## config.mk

```make
export PLATFORM = sky130hd
export DESIGN_NAME = capture_sequencer
export DESIGN_NICKNAME = d
export VERILOG_FILES = /design/src/rtl/capture_sequencer.sv
export SDC_FILE = /design/constraint.sdc
export NUM_CORES = 1
export LEC_CHECK = 0
export ABC_AREA = 1
export BUFFER_PORTS_ARGS = -buffer_cell sky130_fd_sc_hd__buf_2
export CORE_AREA = 5 5 76 78
export DETAILED_ROUTE_END_ITERATION = 7
export DIE_AREA = 0 0 81 83
export MAX_ROUTING_LAYER = met4
export PLACE_DENSITY = 0.83
export SETUP_SLACK_MARGIN = 0.15
export SYNTH_ARGS = -nofsm -noshare
export SYNTH_HDL_FRONTEND = slang
export SYNTH_SLANG_ARGS = --single-unit
export TNS_END_PERCENT = 100
```

## constraint.sdc

```tcl
create_clock -name clk -period 4.5 [get_ports clk]
set_clock_uncertainty 0.1 [all_clocks]
set_input_delay 0.45 -clock clk [delete_from_list [all_inputs] [get_ports clk]]
set_output_delay 0.45 -clock clk [all_outputs]
set_load 0.1 [all_outputs]
```

## src/rtl/capture_sequencer.sv

```systemverilog
// Frame capture sequencer: paces ADC sampling by decimation factor n, fills the
// FFT input RAM, kicks the FFT and hands each finished frame to the display.
//
// state     | meaning
// IDLE      | stopped, waiting for run
// ARM       | latch n, clear write address and divider
// CAPTURE   | paced sampling into RAM, FRAME_LEN writes
// FFT_START | one-cycle FFT start pulse
// FFT_WAIT  | waiting for fft_done
// DISPLAY   | disp_req held until disp_ack
module capture_sequencer #(
  parameter int FRAME_LEN = 1024,
  parameter int ADDR_W    = 10,
  parameter int BASE_DIV  = 25
) (
  input  logic              clk,
  input  logic              rst,
  input  logic              run,
  input  logic [7:0]        n,
  output logic              sample_en,
  output logic              wr_en,
  output logic [ADDR_W-1:0] wr_addr,
  output logic              fft_start,
  input  logic              fft_done,
  output logic              disp_req,
  input  logic              disp_ack,
  output logic              busy,
  output logic [15:0]       frame_cnt
);

  localparam int BASE_W = (BASE_DIV > 1) ? $clog2(BASE_DIV) : 1;

  typedef enum logic [2:0] {
    IDLE,
    ARM,
    CAPTURE,
    FFT_START,
    FFT_WAIT,
    DISPLAY
  } state_t;

  state_t            state, state_d;
  logic [7:0]        n_q;
  logic [7:0]        n_eff;
  logic [BASE_W-1:0] base_cnt;
  logic [7:0]        decim_cnt;
  logic              base_tc;
  logic              decim_tc;
  logic              n_chg;
  logic              last_addr;

  always_comb begin
    n_eff     = (n == 8'd0) ? 8'd1 : n;
    n_chg     = (n_eff != n_q);
    base_tc   = (base_cnt == '0);
    decim_tc  = (decim_cnt == 8'd0);
    last_addr = (wr_addr == ADDR_W'(FRAME_LEN - 1));
    // stop and rate change both suppress a strobe landing in the same cycle
    sample_en = (state == CAPTURE) && base_tc && decim_tc && run && !n_chg;
    wr_en     = sample_en;
    fft_start = (state == FFT_START);
    busy      = (state != IDLE);
  end

  always_comb begin
    state_d = state;
    case (state)
      IDLE:      if (run) state_d = ARM;
      ARM:       state_d = run ? CAPTURE : IDLE;
      CAPTURE: begin
        if (!run)                        state_d = IDLE;
        else if (n_chg)                  state_d = ARM;
        else if (sample_en && last_addr) state_d = FFT_START;
      end
      FFT_START: state_d = FFT_WAIT;
      FFT_WAIT:  if (fft_done) state_d = DISPLAY;
      DISPLAY:   if (disp_ack) state_d = run ? ARM : IDLE;
      default:   state_d = IDLE;
    endcase
  end

  always_ff @(posedge clk or negedge rst) begin
    if (!rst) state <= IDLE;
    else      state <= state_d;
  end

  // Divider is a pair of down-counters: base ticks at zero, decim counts base ticks.
  always_ff @(posedge clk or negedge rst) begin
    if (!rst) begin
      n_q       <= 8'd0;
      base_cnt  <= '0;
      decim_cnt <= 8'd0;
      wr_addr   <= '0;
      frame_cnt <= 16'd0;
      disp_req  <= 1'b0;
    end else begin
      disp_req <= (state_d == DISPLAY);
      case (state)
        ARM: begin
          n_q       <= n_eff;
          base_cnt  <= BASE_W'(BASE_DIV - 1);
          decim_cnt <= n_eff - 8'd1;
          wr_addr   <= '0;
        end
        CAPTURE: begin
          base_cnt <= base_tc ? BASE_W'(BASE_DIV - 1) : base_cnt - BASE_W'(1);
          if (base_tc)
            decim_cnt <= decim_tc ? n_q - 8'd1 : decim_cnt - 8'd1;
          if (sample_en)
            wr_addr <= wr_addr + ADDR_W'(1);
        end
        DISPLAY: begin
          if (disp_ack)
            frame_cnt <= frame_cnt + 16'd1;
        end
        default: ;
      endcase
    end
  end

endmodule

```

==> flow_summary.toml, run 1 <==
[global_routing]
grt_antenna_before_repair = 0
grt_usage = 0.208
grt_pass1_vias = 2532
grt_pass1_wl_um = 11000
grt_overflow = 0
grt_max_degree = 52

[run]
cap_violations = 0

[timing]
timing.final.crit_share = 0.688
setup_ws_ns = 1.40
setup_viol = 0
slew-limit-headroom = 0.570
tightest_slew_ns = 0.646
fin_crit_ns = 3.10
hold_viol_final = 0
grt_setup_unrepaired = "false"
clock.fmax_mhz = 323
tns_ns = 0
drv_slew = 0

[detailed_routing]
detail-route-antenna-nets = 0
vias = 2551
wl_per_cell_um = 13.0
via_per_inst = 5.16
drt_wl_total_um = 6430
dr.pass1.iters = 5
drtIter0Drc = 98
drc = 0

[power]
ir_worst_vdd_uv = 288
fin_total_pwr_uw = 1730
powerDensity_nw_per_um2 = 514
p_leak_uw = 0.00177

[critical_path]
setup.worst_path.start_class = "flop"
max_stage_delay_ns = 0.47
critPathTopFamily = "simple AND/OR/NAND/NOR gates"
slowest_stage = "dfrtp_1"
timing.rr.start = "state[2]"
rrSetupSlack_ns = 2.29
critPathRequiredTime_ns = 3.95
end_kind = "output port"
critical_path_class = "reg2out"
r2r-end = "decim_cnt[6]"
worst_ep_arrival_time_ns = 2.55
crit_buf_inv = 4
path_cells = "inv_2 > nand3_4 > nor2_2 > nand3_1 > inv_1 > nand4_2 > inv_1 > buf_2"
path_common_cell = "inv_1"
reg2reg_depth = 11
critPathMaxFanout = 27

[synthesis]
ys_seq_area_frac = 0.429
synth.distinct_cells = 37
synthCells = 378
yosys.area.top_type = "dfrtp_1"
syn_nets = 396
syn_area_per_cell_um2 = 7.86
synth_area_um2 = 2970
yosys_register_bits = 51
synth.top_cell.area_share = 0.429
synth_area_leaders = "dfrtp_1 (43%), nand2_1 (15%), xnor2_1 (5.0%)"
synth_warnings = 0

[die]
dieArea_um2 = 6720
core_area_um2 = 5010
die_w_um = 81
io_pins = 44
num_rows = 26
die_h_um = 83
initial_core_util = 0.593

[outcome]
outcome = "complete, no violations"

[place]
hpwlAfterDp_um = 4730
place_congestion = 0.833
placed_area_um2 = 3240
dpl_worst_slack_ns = 1.76
io_buffers = 43
post-place-cells = 486

[clocking]
postCtsSetupBuffers = 0
hold_buffers = 0
cts.clk_slew.worst_paths_ns = 0.10
cts_tree = "yes"
cts_max_path_buffers = 2
cts_resized = 0
htreeDepth = 2
clk_latency_ns = 0.31
root_buffer = "clkbuf_8"
numClockSinks = 51
cts_inserted_buffers = 5

[final_layout]
final_nets = 441
area_growth_pct = 13.3
diodes = 0
final_area_um2 = 3370
drive_gt1_frac = 0.179
fin_cells = 494

[min_path]
hold_class = "in2async"
## layer usage
metal | part of all wire | wire length (um) | GRT usage
met1 | 0.45 | 2910 | 0.259
met2 | 0.50 | 3200 | 0.352
met3 | 0.044 | 281 | 0.0379
met4 | 0.0068 | 44 | 0.0415
met5 | 0 | 0 | -
## kinds of logic (layout without fill, tap and decap cells)
kind of cell / Yosys count / after routing / synth area share
AOI/OAI and AO/OA: 30 / 30 / 0.0602
buffers and inverters: 49 / 95 / 0.0699
DFF: 51 / 51 / 0.429
and+or+nand+nor: 211 / 211 / 0.323
xor gates and xnor gates: 32 / 32 / 0.0968
adders and majority gates: 5 / 5 / 0.0210
## power breakdown
part | switching (uW) | leakage, uW | internal [uW]
registers | 108 | 0.000661 | 568
logic | 496 | 0.00104 | 189
clock network | 149 | 0.0000654 | 222
## worst max path at each step
stage | startpoint | to | slack [ns] | depth (start not counted)
floorplan | state[0] | fft_start | 1.32 | 2
global placement | n[6] | sample_en | 1.81 | 7
detailed placement | state[0] | sample_en | 1.76 | 8
CTS | state[0] | sample_en | 1.41 | 8
global route | state[2] | sample_en | 1.18 | 8
finish | state[2] | sample_en | 1.40 | 8
## registers in the layout, indices dropped and copies added (netlist names)
name       flops
base_cnt       5
decim_cnt      8
disp_req       1
frame_cnt     16
n_q            8
state          3
wr_addr       10
## metrics by stage
step | hold slack [ns] | utilization
global placement | 0.382 | 0.646
global route | 0.200 | 0.673
detailed placement | 0.384 | 0.646
finish | 0.133 | 0.673
CTS | 0.164 | 0.673
floorplan | 0.0544 | -
## synthesized netlist by cell type
cell type,instances
a21oi_1,4
a311oi_1,1
a31o_2,1
a31oi_1,3
buf_2,1
buf_4,1
buf_6,1
buf_8,1
clkbuf_1,2
dfrtp_1,51
ha_1,5
inv_1,39
inv_2,4
nand2_1,119
nand2_2,4
nand3_1,23
nand3_2,1
nand3_4,1
nand3b_1,2
nand4_1,5
nand4_2,2
nand4_4,1
nor2_1,36
nor2_2,5
nor2_4,2
nor3_1,7
nor3_4,1
nor4_1,1
o21ai_0,14
o21ai_1,2
o21ai_4,1
o22ai_1,3
o31ai_1,1
or2_2,1
xnor2_1,17
xnor2_2,1
xor2_1,14
## cells in the final DEF, fill, tap and decap left out, types with 2 or more instances in the layout
master / Yosys / final
o21ai_1: 2 / 2
dfrtp_1: 51 / 51
nand4_2: 2 / 2
nand2_1: 119 / 119
bufinv_16: 0 / 2
o22ai_1: 3 / 3
a31oi_1: 3 / 3
nand4_1: 5 / 5
a21oi_1: 4 / 4
nor2_1: 36 / 36
clkbuf_8: 0 / 5
ha_1: 5 / 5
o21ai_0: 14 / 14
nand3_1: 23 / 23
nor3_1: 7 / 7
nand2_2: 4 / 4
xor2_1: 14 / 14
nor2_4: 2 / 2
nor2_2: 5 / 5
inv_1: 39 / 39
buf_2: 1 / 43
nand3b_1: 2 / 2
xnor2_1: 17 / 17
inv_2: 4 / 4
## cell type report
class | count | area (um^2)
clock inverters | 2 | 60.1
multi-input cells | 278 | 1490
inverters | 43 | 161
fillers | 425 | 1640
repair buffers | 44 | 223
clock buffers | 6 | 72.6
flip-flops and latches | 51 | 1280
well taps | 70 | 87.6
Power figures use the tool's default switching activity.
==> inputs of run 2 (changes only) <==
--- a/config.mk
+++ b/config.mk
@@ -7,11 +7,11 @@
 export LEC_CHECK = 0
 export ABC_AREA = 1
 export BUFFER_PORTS_ARGS = -buffer_cell sky130_fd_sc_hd__buf_2
-export CORE_AREA = 5 5 76 78
+export CORE_AREA = 5 5 79 81
 export DETAILED_ROUTE_END_ITERATION = 7
-export DIE_AREA = 0 0 81 83
+export DIE_AREA = 0 0 84 86
 export MAX_ROUTING_LAYER = met4
-export PLACE_DENSITY = 0.83
+export PLACE_DENSITY = 0.77
 export SETUP_SLACK_MARGIN = 0.15
 export SYNTH_ARGS = -nofsm -noshare
 export SYNTH_HDL_FRONTEND = slang
==> constraint.sdc (replaced) <==
create_clock -name clk -period 3.1 [get_ports clk]
set_clock_uncertainty 0.1 [all_clocks]
set_input_delay 0.31 -clock clk [delete_from_list [all_inputs] [get_ports clk]]
set_output_delay 0.31 -clock clk [all_outputs]
set_load 0.1 [all_outputs]
==> run 2 against run 1 <==
Critical path depth unchanged. Total power up 44%. Combinational power up 44%. Wire length down 2.7%. Cell area up 0.74%. Hold slack better by 0.046 ns. Core utilization down 4.5 points. Sequential power up 44%. Critical endpoint is now wr_en.
==> flow_summary.toml, run 2 (synthesis results as in run 1) <==
[power]
powerDensity_nw_per_um2 = 736
ir_worst_vdd_uv = 471
p_leak_uw = 0.00178
fin_total_pwr_uw = 2500

[final_layout]
drive_gt1_frac = 0.183
final_nets = 443
area_growth_pct = 14.2
largestRegisters = "frame_cnt (16), wr_addr (10)"
final_cell_mix = "nand2_1 (119), dfrtp_1 (51), buf_2 (43), inv_1 (39), nor2_1 (36)"
mostFrequentLayoutCell = "nand2_1"
top_register = "frame_cnt"
final_area_um2 = 3390
largest_reg_flops = 16
diodes = 0

[die]
initial_core_util = 0.550
die_h_um = 86
num_rows = 27
core_area_um2 = 5410
io_pins = 44
die_w_um = 84
dieArea_um2 = 7220

[global_routing]
grt_antenna_before_repair = 0
grt_pass1_vias = 2411
grt_pass1_wl_um = 10900
grt_max_degree = 29
grt_overflow = 0
grt_usage = 0.188

[timing]
slew-limit-headroom = 0.605
clock.fmax_mhz = 370
drv_slew = 0
tightest_slew_ns = 0.593
hold_viol_final = 0
grt_setup_unrepaired = "false"
fin_crit_ns = 2.70
timing.final.crit_share = 0.871
setup_viol = 0
tns_ns = 0

[critical_path]
path_common_cell = "inv_1"
critical_path_class = "reg2out"
worst_ep_arrival_time_ns = 2.29
end_kind = "output port"
path_cells = "inv_2 > nand3_4 > nor2_2 > nand3_1 > inv_1 > nand4_2 > inv_1 > buf_2"
slowest_stage = "dfrtp_1"
critPathMaxFanout = 27
max_stage_delay_ns = 0.48
critPathRequiredTime_ns = 2.69
setup.worst_path.start_class = "flop"

[clocking]
clk_latency_ns = 0.31
cts_max_path_buffers = 2
htreeDepth = 2
cts_tree = "yes"
postCtsSetupBuffers = 0
numClockSinks = 51
cts_inserted_buffers = 5
root_buffer = "clkbuf_8"
cts.clk_slew.worst_paths_ns = 0.09

[detailed_routing]
drc = 0
drt_wl_total_um = 6260
dr.pass1.iters = 4
wl_per_cell_um = 12.6
detail-route-antenna-nets = 0
via_per_inst = 5.14
vias = 2559
drtIter0Drc = 131

[place]
placed_area_um2 = 3250
io_buffers = 43
hpwlAfterDp_um = 4770
place_congestion = 0.858

[outcome]
outcome = "complete, no violations"

[run]
cap_violations = 0

[min_path]
hold_class = "in2reg"
[run 2: cell count changes in the layout (fill, tap and decap cells not counted)]
cell / change
nor3_2: +1
buf_4: +1
nor3_1: -1
dlygate4sd3_1: +1
[run 2: through the flow]
step	worst slack, ns	hold WS [ns]	utilization	std cells
final	0.399	0.179	0.628	498
after detailed placement	0.737	0.253	0.602	489
after global routing	0.239	0.178	0.628	498
after global placement	0.828	0.250	0.602	489
after floorplan	0.523	-0.0856	-	378
after CTS	0.396	0.177	0.628	498
[run 2: repair_timing]
| item | CTS | global route |
|---|---|---|
| hold buffers | 1 | 0 |
| gates resized for setup | 0 | 0 |
| hold endpoints to repair | 26 | 0 |
[run 2: worst max-delay path, delay by kind of cell (launching register included)]
family	cells	cell delay (ns)
flip-flops	1	0.48
buffers and inverters	4	0.77
AND/OR/NAND/NOR	4	0.74
[run 2: path summary, 6_finish.rpt]
check,slack [ns],cells after the start,from,to
max reg2reg,0.95,11,state[2],decim_cnt[6]
max in group asynchronous,1.71,3,rst,n_q[2]
min,0.18,2,disp_ack,disp_req
max,0.40,8,state[2],wr_en
min reg2reg,0.39,1,base_cnt[0],base_cnt[0]
min in group asynchronous,0.43,2,rst,disp_req
[run 2: layer usage]
layer | global-route usage | routed length (um) | vias to the layer above
met5 | - | 0 | -
met4 | 0.0541 | 103 | 0
met3 | 0.0336 | 287 | 10
met2 | 0.322 | 3080 | 56
met1 | 0.228 | 2790 | 1205
li1 | - | - | 1288
[run 2: cell type report]
| type | instances | area (um^2) |
|---|---|---|
| Fill cell | 497 | 2010 |
| Multi-Input combinational cell | 278 | 1490 |
| Sequential cell | 51 | 1280 |
| Timing Repair Buffer | 46 | 240 |
| Inverter | 43 | 161 |
| Tap cell | 72 | 90.1 |
| Clock buffer | 6 | 72.6 |
| Clock inverter | 2 | 60.1 |
[run 2: power by group]
group | internal, uW | leakage, uW | switching, uW
registers | 824 | 0.000661 | 149
clock network | 323 | 0.0000654 | 216
logic | 275 | 0.00105 | 711
total | 1420 | 0.00178 | 1080
